[config.mk]
export PLATFORM = sky130hd
export DESIGN_NAME = uart_tx_arbiter
export DESIGN_NICKNAME = d
export VERILOG_FILES = /design/src/rtl/uart_tx_arbiter.sv
export SDC_FILE = /design/constraint.sdc
export NUM_CORES = 1
export LEC_CHECK = 0
export ABC_CLOCK_PERIOD_IN_PS = 4550
export BUFFER_PORTS_ARGS = -buffer_cell sky130_fd_sc_hd__buf_2
export CAP_MARGIN = 20
export CORE_ASPECT_RATIO = 1.2
export CORE_MARGIN = 2
export CORE_UTILIZATION = 50
export DETAILED_ROUTE_END_ITERATION = 8
export PLACE_DENSITY = 0.81
export SLEW_MARGIN = 20
export SYNTH_ARGS = -nofsm -noshare
export SYNTH_HDL_FRONTEND = slang
export SYNTH_SLANG_ARGS = --single-unit
[constraint.sdc]
create_clock -name clk -period 4.55 [get_ports clk]
set_input_delay 0.2275 -clock clk [delete_from_list [all_inputs] [get_ports clk]]
set_output_delay 0.2275 -clock clk [all_outputs]
set_load 0.03 [all_outputs]
[src/rtl/uart_tx_arbiter.sv]
// Four-requester frame arbiter in front of a UART serializer: rotating-priority
// frame grants, byte-at-a-time handoff under CTS flow control, sticky stall timeout.
module uart_tx_arbiter #(
  parameter logic [31:0] CTS_TIMEOUT = 32'd1_200_000
) (
  input  logic        clk,
  input  logic        reset,
  input  logic [3:0]  req_valid,
  input  logic [31:0] req_data,
  input  logic [3:0]  req_last,
  output logic [3:0]  req_ready,
  output logic [3:0]  grant,
  input  logic        cts,
  input  logic        tx_busy,
  output logic [7:0]  tx_data,
  output logic        tx_start,
  output logic        timeout_err
);

  typedef enum logic [1:0] {IDLE, SEND, WAIT_ACK, WAIT_DONE} state_t;

  state_t      state, state_nxt;
  logic [1:0]  owner, owner_nxt;
  logic [1:0]  last_owner, last_owner_nxt;
  logic [3:0]  grant_nxt;
  logic [7:0]  tx_data_nxt;
  logic        tx_start_nxt;
  logic        last_q, last_nxt;
  logic        terr_nxt;
  logic [31:0] stall_cnt, stall_nxt;
  logic [1:0]  pick, cand;
  logic        pick_vld;
  logic        accept;
  logic [7:0]  owner_byte;

  // Rotating priority: search upward starting just after the previous owner.
  always_comb begin
    pick     = '0;
    pick_vld = 1'b0;
    cand     = '0;
    for (int k = 1; k <= 4; k++) begin
      cand = last_owner + 2'(k);
      if (!pick_vld && req_valid[cand]) begin
        pick     = cand;
        pick_vld = 1'b1;
      end
    end
  end

  assign accept     = (state == SEND) && req_valid[owner] && !cts && !tx_busy;
  assign req_ready  = accept ? (4'b0001 << owner) : 4'b0000;
  assign owner_byte = req_data[{owner, 3'b000} +: 8];

  always_comb begin
    state_nxt      = state;
    owner_nxt      = owner;
    last_owner_nxt = last_owner;
    grant_nxt      = grant;
    tx_data_nxt    = tx_data;
    tx_start_nxt   = 1'b0;
    last_nxt       = last_q;
    terr_nxt       = timeout_err;
    stall_nxt      = '0;
    unique case (state)
      IDLE: begin
        if (pick_vld) begin
          owner_nxt = pick;
          grant_nxt = 4'b0001 << pick;
          state_nxt = SEND;
        end
      end
      SEND: begin
        if (accept) begin
          tx_data_nxt  = owner_byte;
          tx_start_nxt = 1'b1;
          last_nxt     = req_last[owner];
          state_nxt    = WAIT_ACK;
        end else if (stall_cnt == CTS_TIMEOUT - 32'd1) begin
          // Stalled too long: drop the frame and pass priority on.
          terr_nxt       = 1'b1;
          grant_nxt      = '0;
          last_owner_nxt = owner;
          state_nxt      = IDLE;
        end else begin
          stall_nxt = stall_cnt + 32'd1;
        end
      end
      WAIT_ACK: begin
        if (tx_busy) state_nxt = WAIT_DONE;
      end
      WAIT_DONE: begin
        if (!tx_busy) begin
          if (last_q) begin
            grant_nxt      = '0;
            last_owner_nxt = owner;
            state_nxt      = IDLE;
          end else begin
            state_nxt = SEND;
          end
        end
      end
      default: state_nxt = IDLE;
    endcase
  end

  always_ff @(posedge clk) begin
    if (reset) begin
      state       <= IDLE;
      owner       <= '0;
      last_owner  <= 2'd3;
      grant       <= '0;
      tx_data     <= '0;
      tx_start    <= 1'b0;
      last_q      <= 1'b0;
      timeout_err <= 1'b0;
      stall_cnt   <= '0;
    end else begin
      state       <= state_nxt;
      owner       <= owner_nxt;
      last_owner  <= last_owner_nxt;
      grant       <= grant_nxt;
      tx_data     <= tx_data_nxt;
      tx_start    <= tx_start_nxt;
      last_q      <= last_nxt;
      timeout_err <= terr_nxt;
      stall_cnt   <= stall_nxt;
    end
  end

endmodule

==> run summary, run 1 <==
- **Final HPWL DP** 3950 µm
- **maximum achievable frequency** 355 MHz
- **Post-Synthesis Cell Area** 0.00269 mm²
- **Tightest Pin Transition** 1.02 ns
- **period utilization** 61.9%
- **Clock Latency Late Sink** 0.31 ns
- **deepest level of the CTS H-tree** 2
- **detail-routed net length per standard cell** 13.2 µm
- **global-route congestion overflow total** 0
- **most frequently used flop master after synthesis** sky130_fd_sc_hd__dfxtp_1
- **post-layout power** 0.869 mW
- **Worst EP required** 4.32 ns
- **number of buffers inserted to repair setup after CTS** 0
- **starting utilization of the core area** 51.4%
- **synthesized instance count** 282
- **start-to-end type of the worst setup path** reg2out
- **initial antenna violation count** 0
- **overall via count from detail_route** 2,191
- **number of port buffers** 61
- **number of distinct library cells after synthesis** 42
- **depth of the most critical reg-to-reg path** 4
- **status** complete, no violations
- **top cell type's share of synthesized area** 39.5%
- **most instantiated cells after synthesis** sky130_fd_sc_hd__nor2_1, sky130_fd_sc_hd__dfxtp_1, sky130_fd_sc_hd__xor2_1, sky130_fd_sc_hd__mux2i_1, sky130_fd_sc_hd__nand3_1
- **Syn Nets** 327
- **CORE AREA** 0.00523 mm²
- **average via count per standard cell** 5.46
- **number of max-capacitance violations reported** 0
- **Inserted Diodes** 0
- **synth top area cells** sky130_fd_sc_hd__dfxtp_1, sky130_fd_sc_hd__nor2_1, sky130_fd_sc_hd__xor2_1
- **number of failing hold endpoints at the final stage** 0
- **RD Place Congestion** 0.775
- **start point of the critical path** owner[1]
- **length of the first detailed-routing pass in iterations** 4
- **fraction of layout instances using a drive strength above 1** 26.3%
- **number of flops mapped to enable cells by yosys** 0
- **Crit Reg-Reg Startpoint** owner[0]
- **post-cts hold buffer count** 0
- **start point of the worst hold path** tx_busy
- **Total Routing Usage GR** 19.3%
- **Hold WC Path Type** in2reg
- **Final Setup Violations** 0
- **Clock Tree Buf Depth** 2
- **static leakage** 1.28 nW
- **count of fill cells added during filler insertion** 452
- **post-route non-filler standard cell count** 401
- **Critical Path Sink Type** primary output
- **DIE HEIGHT** 84.3 µm
- **Placement Setup Slack** 1.90 ns
- **Cell Area, Placed** 0.00298 mm²
- **placed instance count** 393
- **worst r2r dst** stall_cnt[30]
- **pin count of the biggest net entering global routing** 33
- **utilization after layout** 59.0%
- **post-synthesis async set-or-reset flop share** 0%
- **count of routing violations after the opening detailed-route iteration** 103
- **end of the critical path** req_ready[2]
- **first-pass GRT wire length** 9490 µm
- **peak supply drop** 0.162 mV
- **cell area after layout** 0.00308 mm²
- **net count reported at finish** 383
- **register area share after synthesis** 39.5%
- **DRC** 0
- **total number of yosys warnings** 0
- **RSZ-0062 raised after global routing** false
- **Final Worst Setup Slack** 1.73 ns
- **minimum setup slack among reg-to-reg paths** 1.91 ns
- **die extent in x** 70.9 µm
- **max-slew violation total from the final report** 0
- **post-CTS clock slew at the launch and capture registers of the worst setup and hold paths** 0.10 ns
- **standard-cell row count** 29
- **total clock sinks** 53
- **number of top-level pins** 62
- **Cell Pwr Density** 282 mW/mm²
- **CTS buffer count** 5
- **number of nets with antenna violations after detailed routing** 0
- **largest driver fanout on the critical path** 17
- **biggest area consumer among synthesized cells** sky130_fd_sc_hd__dfxtp_1
- **clock skew** 0.0103 ns
- **dominant cell by count in the synthesized netlist** sky130_fd_sc_hd__nor2_1
- **overall die area** 0.00598 mm²
- **Root Driver** sky130_fd_sc_hd__clkbuf_8
- **Synth Register Bits** 53
- **min Tclk post-route** 2.82 ns
- **vias in the first global route** 2,201
- **count of instances resized after the clock tree is built** 0
- **Synth-to-Final Area Change** 14.8%
- **Arrival @ worst endpoint** 2.59 ns
- **wirelength, routed** 5290 µm
- **average instance area after synthesis** 9.53 µm²
- **Setup Total Neg Slack** 0 ns
- **category of the worst setup path launch point** flop
- **Hold Worst Slack** 0.273 ns
- **headroom to the max-slew limit** 31.8%
- **CTS tree** done
## report_power, final
group          switching [mW]  leakage (nW)  total [mW]  internal [mW]
Sequential             0.0123         0.428       0.484          0.471
Clock                   0.158        0.0518       0.285          0.127
Combinational          0.0512         0.797       0.100         0.0491
## worst min path at each step
stage / to / slack, ns / cells past startpoint
2_1_floorplan: flop / 0.43 / 2
3_3_place_gp: stall_cnt[0] / 0.45 / 1
3_5_place_dp: grant[1] / 0.46 / 2
4_1_cts: flop / 0.25 / 3
5_1_grt: flop / 0.33 / 3
6_report: flop / 0.27 / 3
## layout make-up
cell class / count / area (µm²) / area share (%)
Clock buffer: 6 / 82.6 / 2.68
Sequential cell: 53 / 1060 / 34.4
Tap cell: 62 / 77.6 / 2.52
Inverter: 6 / 22.5 / 0.730
Timing Repair Buffer: 61 / 305 / 9.90
Multi-Input combinational cell: 211 / 1520 / 49.2
Clock inverter: 2 / 17.5 / 0.568
## critical path, stage by stage, from the launching register on
cell                      delay, ns
sky130_fd_sc_hd__dfxtp_1       0.73
sky130_fd_sc_hd__or3b_2        0.51
sky130_fd_sc_hd__o22ai_2       0.25
sky130_fd_sc_hd__nand2_2       0.30
sky130_fd_sc_hd__nor3b_1       0.26
sky130_fd_sc_hd__buf_2         0.23
## cell families after synthesis
| logic type | Yosys count | share of synthesized area (%) |
|---|---|---|
| xor gates and xnor gates | 30 | 9.78 |
| buffers and inverters | 18 | 4.05 |
| muxes | 29 | 15.2 |
| AOI/OAI and AO/OA | 15 | 4.28 |
| adders and majority gates | 1 | 0.465 |
| DFF | 53 | 39.5 |
| and+or+nand+nor | 136 | 26.8 |
## state kept, by name, summed over array words and instances (netlist names), 2 cells and up, named ones only
name / cells
tx_data: 8
last_owner: 2
stall_cnt: 32
owner: 2
grant: 4
## layer usage
metal | routed length (µm) | part of all wire (%) | track usage, %
met1 | 2280 | 43 | 22.6
met2 | 2700 | 51 | 34.5
met3 | 228 | 4.3 | 4.80
met4 | 80 | 1.5 | 6.00
met5 | 0 | 0 | 0
## cell usage in the layout, fill, tap and decap left out, drive strengths merged, types with 4 or more instances in the layout
cell,synthesis,routed
a21oi,4,4
buf,7,61
clkbuf,5,6
dfxtp,53,53
inv,6,7
mux2i,19,19
mux4,9,9
nand2,12,12
nand2b,7,7
nand3,15,15
nand4,13,13
nor2,56,56
nor3,7,7
nor4,8,8
xnor2,6,6
xor2,24,24
No activity file was read; power rests on OpenSTA's default activity.
==> run 2: changes to the inputs <==
- ABC_AREA: default -> 1
- ABC_CLOCK_PERIOD_IN_PS: 4550 -> 2600
- PLACE_DENSITY: 0.81 -> 0.8
- clock period: 4.55 -> 2.6 ns (I/O delays scaled with it)
==> run 2 against run 1 <==
  * Critical path type unchanged
  * Via count up 45%
  * Combinational power grew to 9.8 times the previous value
  * Global-route usage rose by 3.9 points
  * Clock power grew 63%
==> run summary, run 2 <==
- **Synth Register Bits** 53, unchanged
- **biggest area consumer among synthesized cells** sky130_fd_sc_hd__dfxtp_1
- **number of flops mapped to enable cells by yosys** 0, unchanged
- **standard-cell row count** 31, +6.9%
- **post-cts hold buffer count** 0, unchanged
- **count of routing violations after the opening detailed-route iteration** 152, +48%
- **placed instance count** 598, +52%
- **start point of the worst hold path** reset
- **Post-Synthesis Cell Area** 0.00303 mm², +13%
- **Final Worst Setup Slack** 0.315 ns, -1.42 ns
- **Critical Path Sink Type** primary output
- **average instance area after synthesis** 6.51 µm², -32%
- **detail-routed net length per standard cell** 12.2 µm, -7.4%
- **number of distinct library cells after synthesis** 39, -7.1%
- **post-route non-filler standard cell count** 605, +51%
- **Syn Nets** 511, +56%
- **Placement Setup Slack** 0.478 ns, -1.42 ns
- **number of flip-flops in the largest register** 32, unchanged
- **Cell Pwr Density** 697 mW/mm², +150%
- **number of max-capacitance violations reported** 0, unchanged
- **CTS tree** done
- **Worst EP required** 2.47 ns, -1.85 ns
- **period utilization** 87.9%
- **die extent in x** 75.1 µm, +5.9%
- **DIE HEIGHT** 89.3 µm, +5.9%
- **synth top area cells** sky130_fd_sc_hd__dfxtp_1, sky130_fd_sc_hd__nand2_1, sky130_fd_sc_hd__a21oi_1
- **most frequent standard cell in the layout excluding fill and tap cells** sky130_fd_sc_hd__nand2_1
- **RSZ-0062 raised after global routing** false
- **max-slew violation total from the final report** 0, unchanged
- **top cell type's share of synthesized area** 35.0%, -4.5 points
- **depth of the most critical reg-to-reg path** 7, +3
- **number of top-level pins** 62, unchanged
- **number of nets with antenna violations after detailed routing** 0, unchanged
- **min Tclk post-route** 2.28 ns
- **utilization after layout** 58.6%, -0.44 points
- **most instantiated cells after synthesis** sky130_fd_sc_hd__nand2_1, sky130_fd_sc_hd__dfxtp_1, sky130_fd_sc_hd__inv_1, sky130_fd_sc_hd__a21oi_1, sky130_fd_sc_hd__nor2_1
- **Clock Tree Buf Depth** 2, unchanged
- **register area share after synthesis** 35.0%, -4.5 points
- **overall die area** 0.00670 mm², +12%
- **most frequently used flop master after synthesis** sky130_fd_sc_hd__dfxtp_1
- **vias in the first global route** 2,902, +32%
- **status** complete, no violations
- **post-synthesis async set-or-reset flop share** 0%, unchanged
- **static leakage** 1.44 nW, +13%
- **starting utilization of the core area** 51.1%, -0.35 points
- **largest registers in the final layout** stall_cnt: 32 flops, tx_data: 8 flops, grant: 4 flops
- **number of port buffers** 61, unchanged
- **fraction of layout instances using a drive strength above 1** 17.4%, -8.9 points
- **Final Setup Violations** 0, unchanged
- **CORE AREA** 0.00593 mm², +14%
- **number of failing hold endpoints at the final stage** 0, unchanged
- **post-layout power** 2.42 mW, +180%
- **dominant cell by count in the synthesized netlist** sky130_fd_sc_hd__nand2_1
- **Clock Latency Late Sink** 0.30 ns, about the same
- **Synth-to-Final Area Change** 14.7%, about the same
- **start-to-end type of the worst setup path** reg2out
- **post-CTS clock slew at the launch and capture registers of the worst setup and hold paths** 0.09 ns, about the same
- **count of instances resized after the clock tree is built** 0, unchanged
- **overall via count from detail_route** 3,170, +45%
- **global-route congestion overflow total** 0, unchanged
- **first-pass GRT wire length** 12,200 µm, +29%
- **wirelength, routed** 7390 µm, +40%
- **initial antenna violation count** 0, unchanged
- **length of the first detailed-routing pass in iterations** 4, unchanged
- **Inserted Diodes** 0, unchanged
- **Hold WC Path Type** in2reg
- **cell area after layout** 0.00348 mm², +13%
- **start point of the critical path** owner[1]
- **commonest cells after routing, fill and taps aside** sky130_fd_sc_hd__nand2_1, sky130_fd_sc_hd__buf_2, sky130_fd_sc_hd__dfxtp_1
- **peak supply drop** 0.294 mV, +81%
- **number of cells on the worst hold path** 2, -1
- **Setup Total Neg Slack** 0 ns, unchanged
- **average via count per standard cell** 5.24, -4.1%
- **largest register by flop count** stall_cnt
- **Hold Worst Slack** 0.112 ns, -0.160 ns
- **pin count of the biggest net entering global routing** 19, -42%
- **total clock sinks** 53, unchanged
- **net count reported at finish** 568, +48%
- **headroom to the max-slew limit** 56.5%, +25 points
- **Arrival @ worst endpoint** 2.15 ns, -0.44 ns
- **Root Driver** sky130_fd_sc_hd__clkbuf_8
- **category of the worst setup path launch point** flop
- **RD Place Congestion** 0.900, +16%
- **Final HPWL DP** 5710 µm, +45%
- **largest driver fanout on the critical path** 15, -2
- **Cell Area, Placed** 0.00339 mm², +14%
- **CTS buffer count** 5, unchanged
- **maximum achievable frequency** 438 MHz
- **Crit Reg-Reg Startpoint** owner[1]
- **number of buffers inserted to repair setup after CTS** 0, unchanged
- **DRC** 0, unchanged
- **synthesized instance count** 466, +65%
- **total number of yosys warnings** 0, unchanged
- **deepest level of the CTS H-tree** 2, unchanged
- **Total Routing Usage GR** 23.2%, +3.9 points
- **Tightest Pin Transition** 0.646 ns, -0.377 ns
- **clock skew** 0.00380 ns, -0.00648 ns
## run 2: changes by cell type after synthesis, sizes merged, moves of 9 or more
cell,previous run,this run
inv,6,51
a21oi,4,44
nor3,7,19
mux4,9,0
mux2i,19,0
nor2,56,45
nand2,12,136
o21ai,2,19
a221oi,0,9
xor2,24,2
nand3,15,31
## run 2: worst paths after layout
check	endpoint	slack (ns)
worst max-delay path	req_ready[1]	0.32
worst max register to register	stall_cnt[2]	0.42
worst min register to register	grant[2]	0.47
worst min-delay path	grant[0]	0.11
## run 2: kinds of logic (layout without fill, tap and decap cells)
group                      count (synthesis)  after routing  synth area share (%)
DFF                                       53             53                  35.0
xor gates and xnor gates                   4              4                  1.16
and+or+nand+nor                          261            261                  39.3
buffers and inverters                     64            121                  8.42
adders and majority gates                  1              1                 0.413
AOI/OAI and AO/OA                         83             83                  15.7
## run 2: worst max-delay path: stages (launching register included)
cell and delay, ns:
sky130_fd_sc_hd__dfxtp_1 0.62, sky130_fd_sc_hd__inv_1 0.21, sky130_fd_sc_hd__nor2_4 0.25, sky130_fd_sc_hd__nand2_1 0.08, sky130_fd_sc_hd__nand4_1 0.13, sky130_fd_sc_hd__nand2_2 0.15, sky130_fd_sc_hd__nor3_1 0.18, sky130_fd_sc_hd__buf_2 0.23
## run 2: metal layers
metal | vias to the layer above | GRT usage (%) | wire [µm]
li1 | 1666 | - | -
met2 | 70 | 41.8 | 3640
met3 | 15 | 3.61 | 319
met4 | 0 | 10.2 | 199
met1 | 1419 | 26.7 | 3230
met5 | - | 0 | 0
## run 2: layout make-up
cell class,count,area (µm²)
multi-input combinational,349,1720
tap,82,103
fill,591,2460
inverter,51,191
sequential,53,1060
clock buffer,7,86.3
timing repair buffer,63,320
## run 2: report_power, final
part | switching, mW | internal (mW)
logic | 0.665 | 0.318
clock network | 0.252 | 0.212
registers | 0.0929 | 0.884
==> run 3: changes to the inputs <==
- ABC_CLOCK_PERIOD_IN_PS: 2600 -> 2200
- SETUP_SLACK_MARGIN: default -> 0.5
- clock period: 2.6 -> 2.2 ns (I/O delays scaled with it)
==> run 3 against run 2 <==
  * Via count rose by 11%
  * Final area increased by 19%
  * Count of clock-buffer cells in the layout down 2
  * Highest routed layer unchanged
==> run summary, run 3 (synthesis gave the netlist of run 2 again) <==
- **average via count per standard cell** 5.50, +5.1%
- **cell-by-cell listing of the critical path** ha_4 > nand2_4 > nor2_4 > nand2_2 > nor2_4 > nand3_2 > inv_2 > nand4_1 > buf_4 > a21oi_2
- **count of routing violations after the opening detailed-route iteration** 164, +7.9%
- **number of top-level pins** 62, unchanged
- **largest register by flop count** stall_cnt
- **Clock Tree Buf Depth** 2, unchanged
- **starting utilization of the core area** 51.1%, unchanged
- **Cell Area, Placed** 0.00345 mm², +1.7%
- **CORE AREA** 0.00593 mm², unchanged
- **fraction of layout instances using a drive strength above 1** 39.3%, +22 points
- **CTS tree** done
- **number of failing hold endpoints at the final stage** 0, unchanged
- **category of the worst setup path launch point** flop
- **depth of the most critical reg-to-reg path** 10, +3
- **cell repeated most along the worst path** sky130_fd_sc_hd__nor2_4
- **post-cts hold buffer count** 0, unchanged
- **number of nets with antenna violations after detailed routing** 0, unchanged
- **slowest stage delay, CP** 0.38 ns, -0.24 ns
- **number of port buffers** 61, unchanged
- **DIE HEIGHT** 89.3 µm, unchanged
- **Crit Reg-Reg Startpoint** stall_cnt[0]
- **status** complete, no violations
- **first-pass GRT wire length** 12,700 µm, +3.7%
- **overall die area** 0.00670 mm², unchanged
- **Tightest Pin Transition** 0.449 ns, -0.197 ns
- **gate family responsible for the most delay along the worst path** simple AND/OR/NAND/NOR gates
- **Inserted Diodes** 0, unchanged
- **global-route congestion overflow total** 0, unchanged
- **cell type of the slowest stage on the worst timing path** sky130_fd_sc_hd__dfxtp_4
- **start point of the worst hold path** reset
- **placed instance count** 602, +0.67%
- **post-route non-filler standard cell count** 642, +6.1%
- **Final HPWL DP** 5670 µm, -0.79%
- **min Tclk post-route** 1.75 ns
- **post-layout power** 3.47 mW, +43%
- **Hold WC Path Type** in2reg
- **clock skew** 0.0100 ns, +0.00624 ns
- **static leakage** 1.69 nW, +17%
- **RD Place Congestion** 0.877, -2.5%
- **number of cells on the worst hold path** 2, unchanged
- **wirelength, routed** 9050 µm, +23%
- **number of max-capacitance violations reported** 0, unchanged
- **worst r2r dst** stall_cnt[20]
- **Total Routing Usage GR** 24.1%, +0.90 points
- **headroom to the max-slew limit** 70.0%, +14 points
- **detail-routed net length per standard cell** 14.1 µm, +15%
- **Setup Total Neg Slack** 0 ns, unchanged
- **DRC** 0, unchanged
- **cell area after layout** 0.00415 mm², +19%
- **maximum achievable frequency** 572 MHz
- **Final Setup Violations** 0, unchanged
- **start-to-end type of the worst setup path** reg2reg
- **initial antenna violation count** 0, unchanged
- **commonest cells after routing, fill and taps aside** sky130_fd_sc_hd__nand2_1, sky130_fd_sc_hd__buf_2, sky130_fd_sc_hd__a21oi_1, sky130_fd_sc_hd__dfxtp_1, sky130_fd_sc_hd__buf_4
- **pin count of the biggest net entering global routing** 19, unchanged
- **largest driver fanout on the critical path** 5, -10
- **peak supply drop** 0.426 mV, +45%
- **Clock Latency Late Sink** 0.31 ns, about the same
- **minimum setup slack among reg-to-reg paths** 0.45 ns, +0.03 ns
- **max-slew violation total from the final report** 0, unchanged
- **Root Driver** sky130_fd_sc_hd__clkbuf_8
- **die extent in x** 75.1 µm, unchanged
- **post-CTS clock slew at the launch and capture registers of the worst setup and hold paths** 0.10 ns, about the same
- **deepest level of the CTS H-tree** 2, unchanged
- **standard-cell row count** 31, unchanged
- **Arrival @ worst endpoint** 2.00 ns, -0.15 ns
- **RSZ-0062 raised after global routing** true
- **number of flip-flops in the largest register** 32, unchanged
- **most frequent standard cell in the layout excluding fill and tap cells** sky130_fd_sc_hd__nand2_1
- **Critical Path Sink Type** flop
- **largest registers in the final layout** stall_cnt: 32 flops, tx_data: 8 flops, grant: 4 flops
- **length of the first detailed-routing pass in iterations** 5, +1
- **vias in the first global route** 3,116, +7.4%
- **net count reported at finish** 604, +6.3%
- **Worst EP required** 2.45 ns, -0.02 ns
- **total clock sinks** 53, unchanged
- **period utilization** 79.5%
- **overall via count from detail_route** 3,534, +11%
- **Synth-to-Final Area Change** 37.0%
- **Cell Pwr Density** 835 mW/mm², +20%
- **worst path buffer plus inverter count** 2, unchanged
- **CTS buffer count** 5, unchanged
-- run 3: worst max-delay path by stage --
stage,startpoint,end,slack [ns],depth (start not counted)
finish,stall_cnt[0],stall_cnt[20],0.45,10
global route,stall_cnt[1],stall_cnt[24],0.36,10
CTS,stall_cnt[0],stall_cnt[28],0.46,11
detailed placement,last_owner[0],grant[3],0.18,12
global placement,last_owner[0],grant[2],0.22,12
floorplan,state[0],req_ready[0],0.45,5
-- run 3: area by class of cell --
type	count	area, µm²
multi-input cells	349	2030
well taps	82	103
inverters	51	209
clock inverters	3	17.5
flip-flops and latches	53	1100
repair buffers	99	624
clock buffers	5	68.8
fillers	489	1780
-- run 3: worst reg2reg max path: cells and delay by family, from the launching register on --
family          cells  cell delay [ns]
flops               1             0.38
compound gates      1             0.12
simple gates        6             0.73
buf+inv             2             0.32
fa+ha+maj           1             0.15
-- run 3: metal layers --
metal | part of all wire, % | up-vias | track usage [%]
met5 | 0 | - | 0
met1 | 39 | 1636 | 25.9
met3 | 4.7 | 27 | 3.83
li1 | - | 1743 | -
met2 | 53 | 128 | 45.0
met4 | 3.2 | 0 | 11.7
-- run 3: repair_timing --
| action | 4_1_cts | 5_1_grt |
|---|---|---|
| pin swaps | 12 | 35 |
| gates resized for setup | 35 | 94 |
| buffers inserted | 15 | 17 |
| endpoints found under the setup margin | 49 | 54 |
-- run 3: metrics by stage --
step / hold slack [ns] / worst slack (ns) / utilization [%]
floorplan: 0.297 / 0.455 / -
global placement: 0.397 / 0.222 / 58.1
detailed placement: 0.402 / 0.179 / 58.1
CTS: 0.0693 / 0.456 / 63.4
global route: 0.0747 / 0.355 / 70.0
finish: 0.0659 / 0.451 / 70.0
-- run 3: where the power goes --
part / internal (mW) / leakage [nW] / switching [mW] / total [mW]
registers: 1.07 / 0.437 / 0.111 / 1.18
clock network: 0.221 / 0.0439 / 0.325 / 0.545
logic: 0.670 / 1.21 / 1.07 / 1.74
total: 1.96 / 1.69 / 1.51 / 3.47
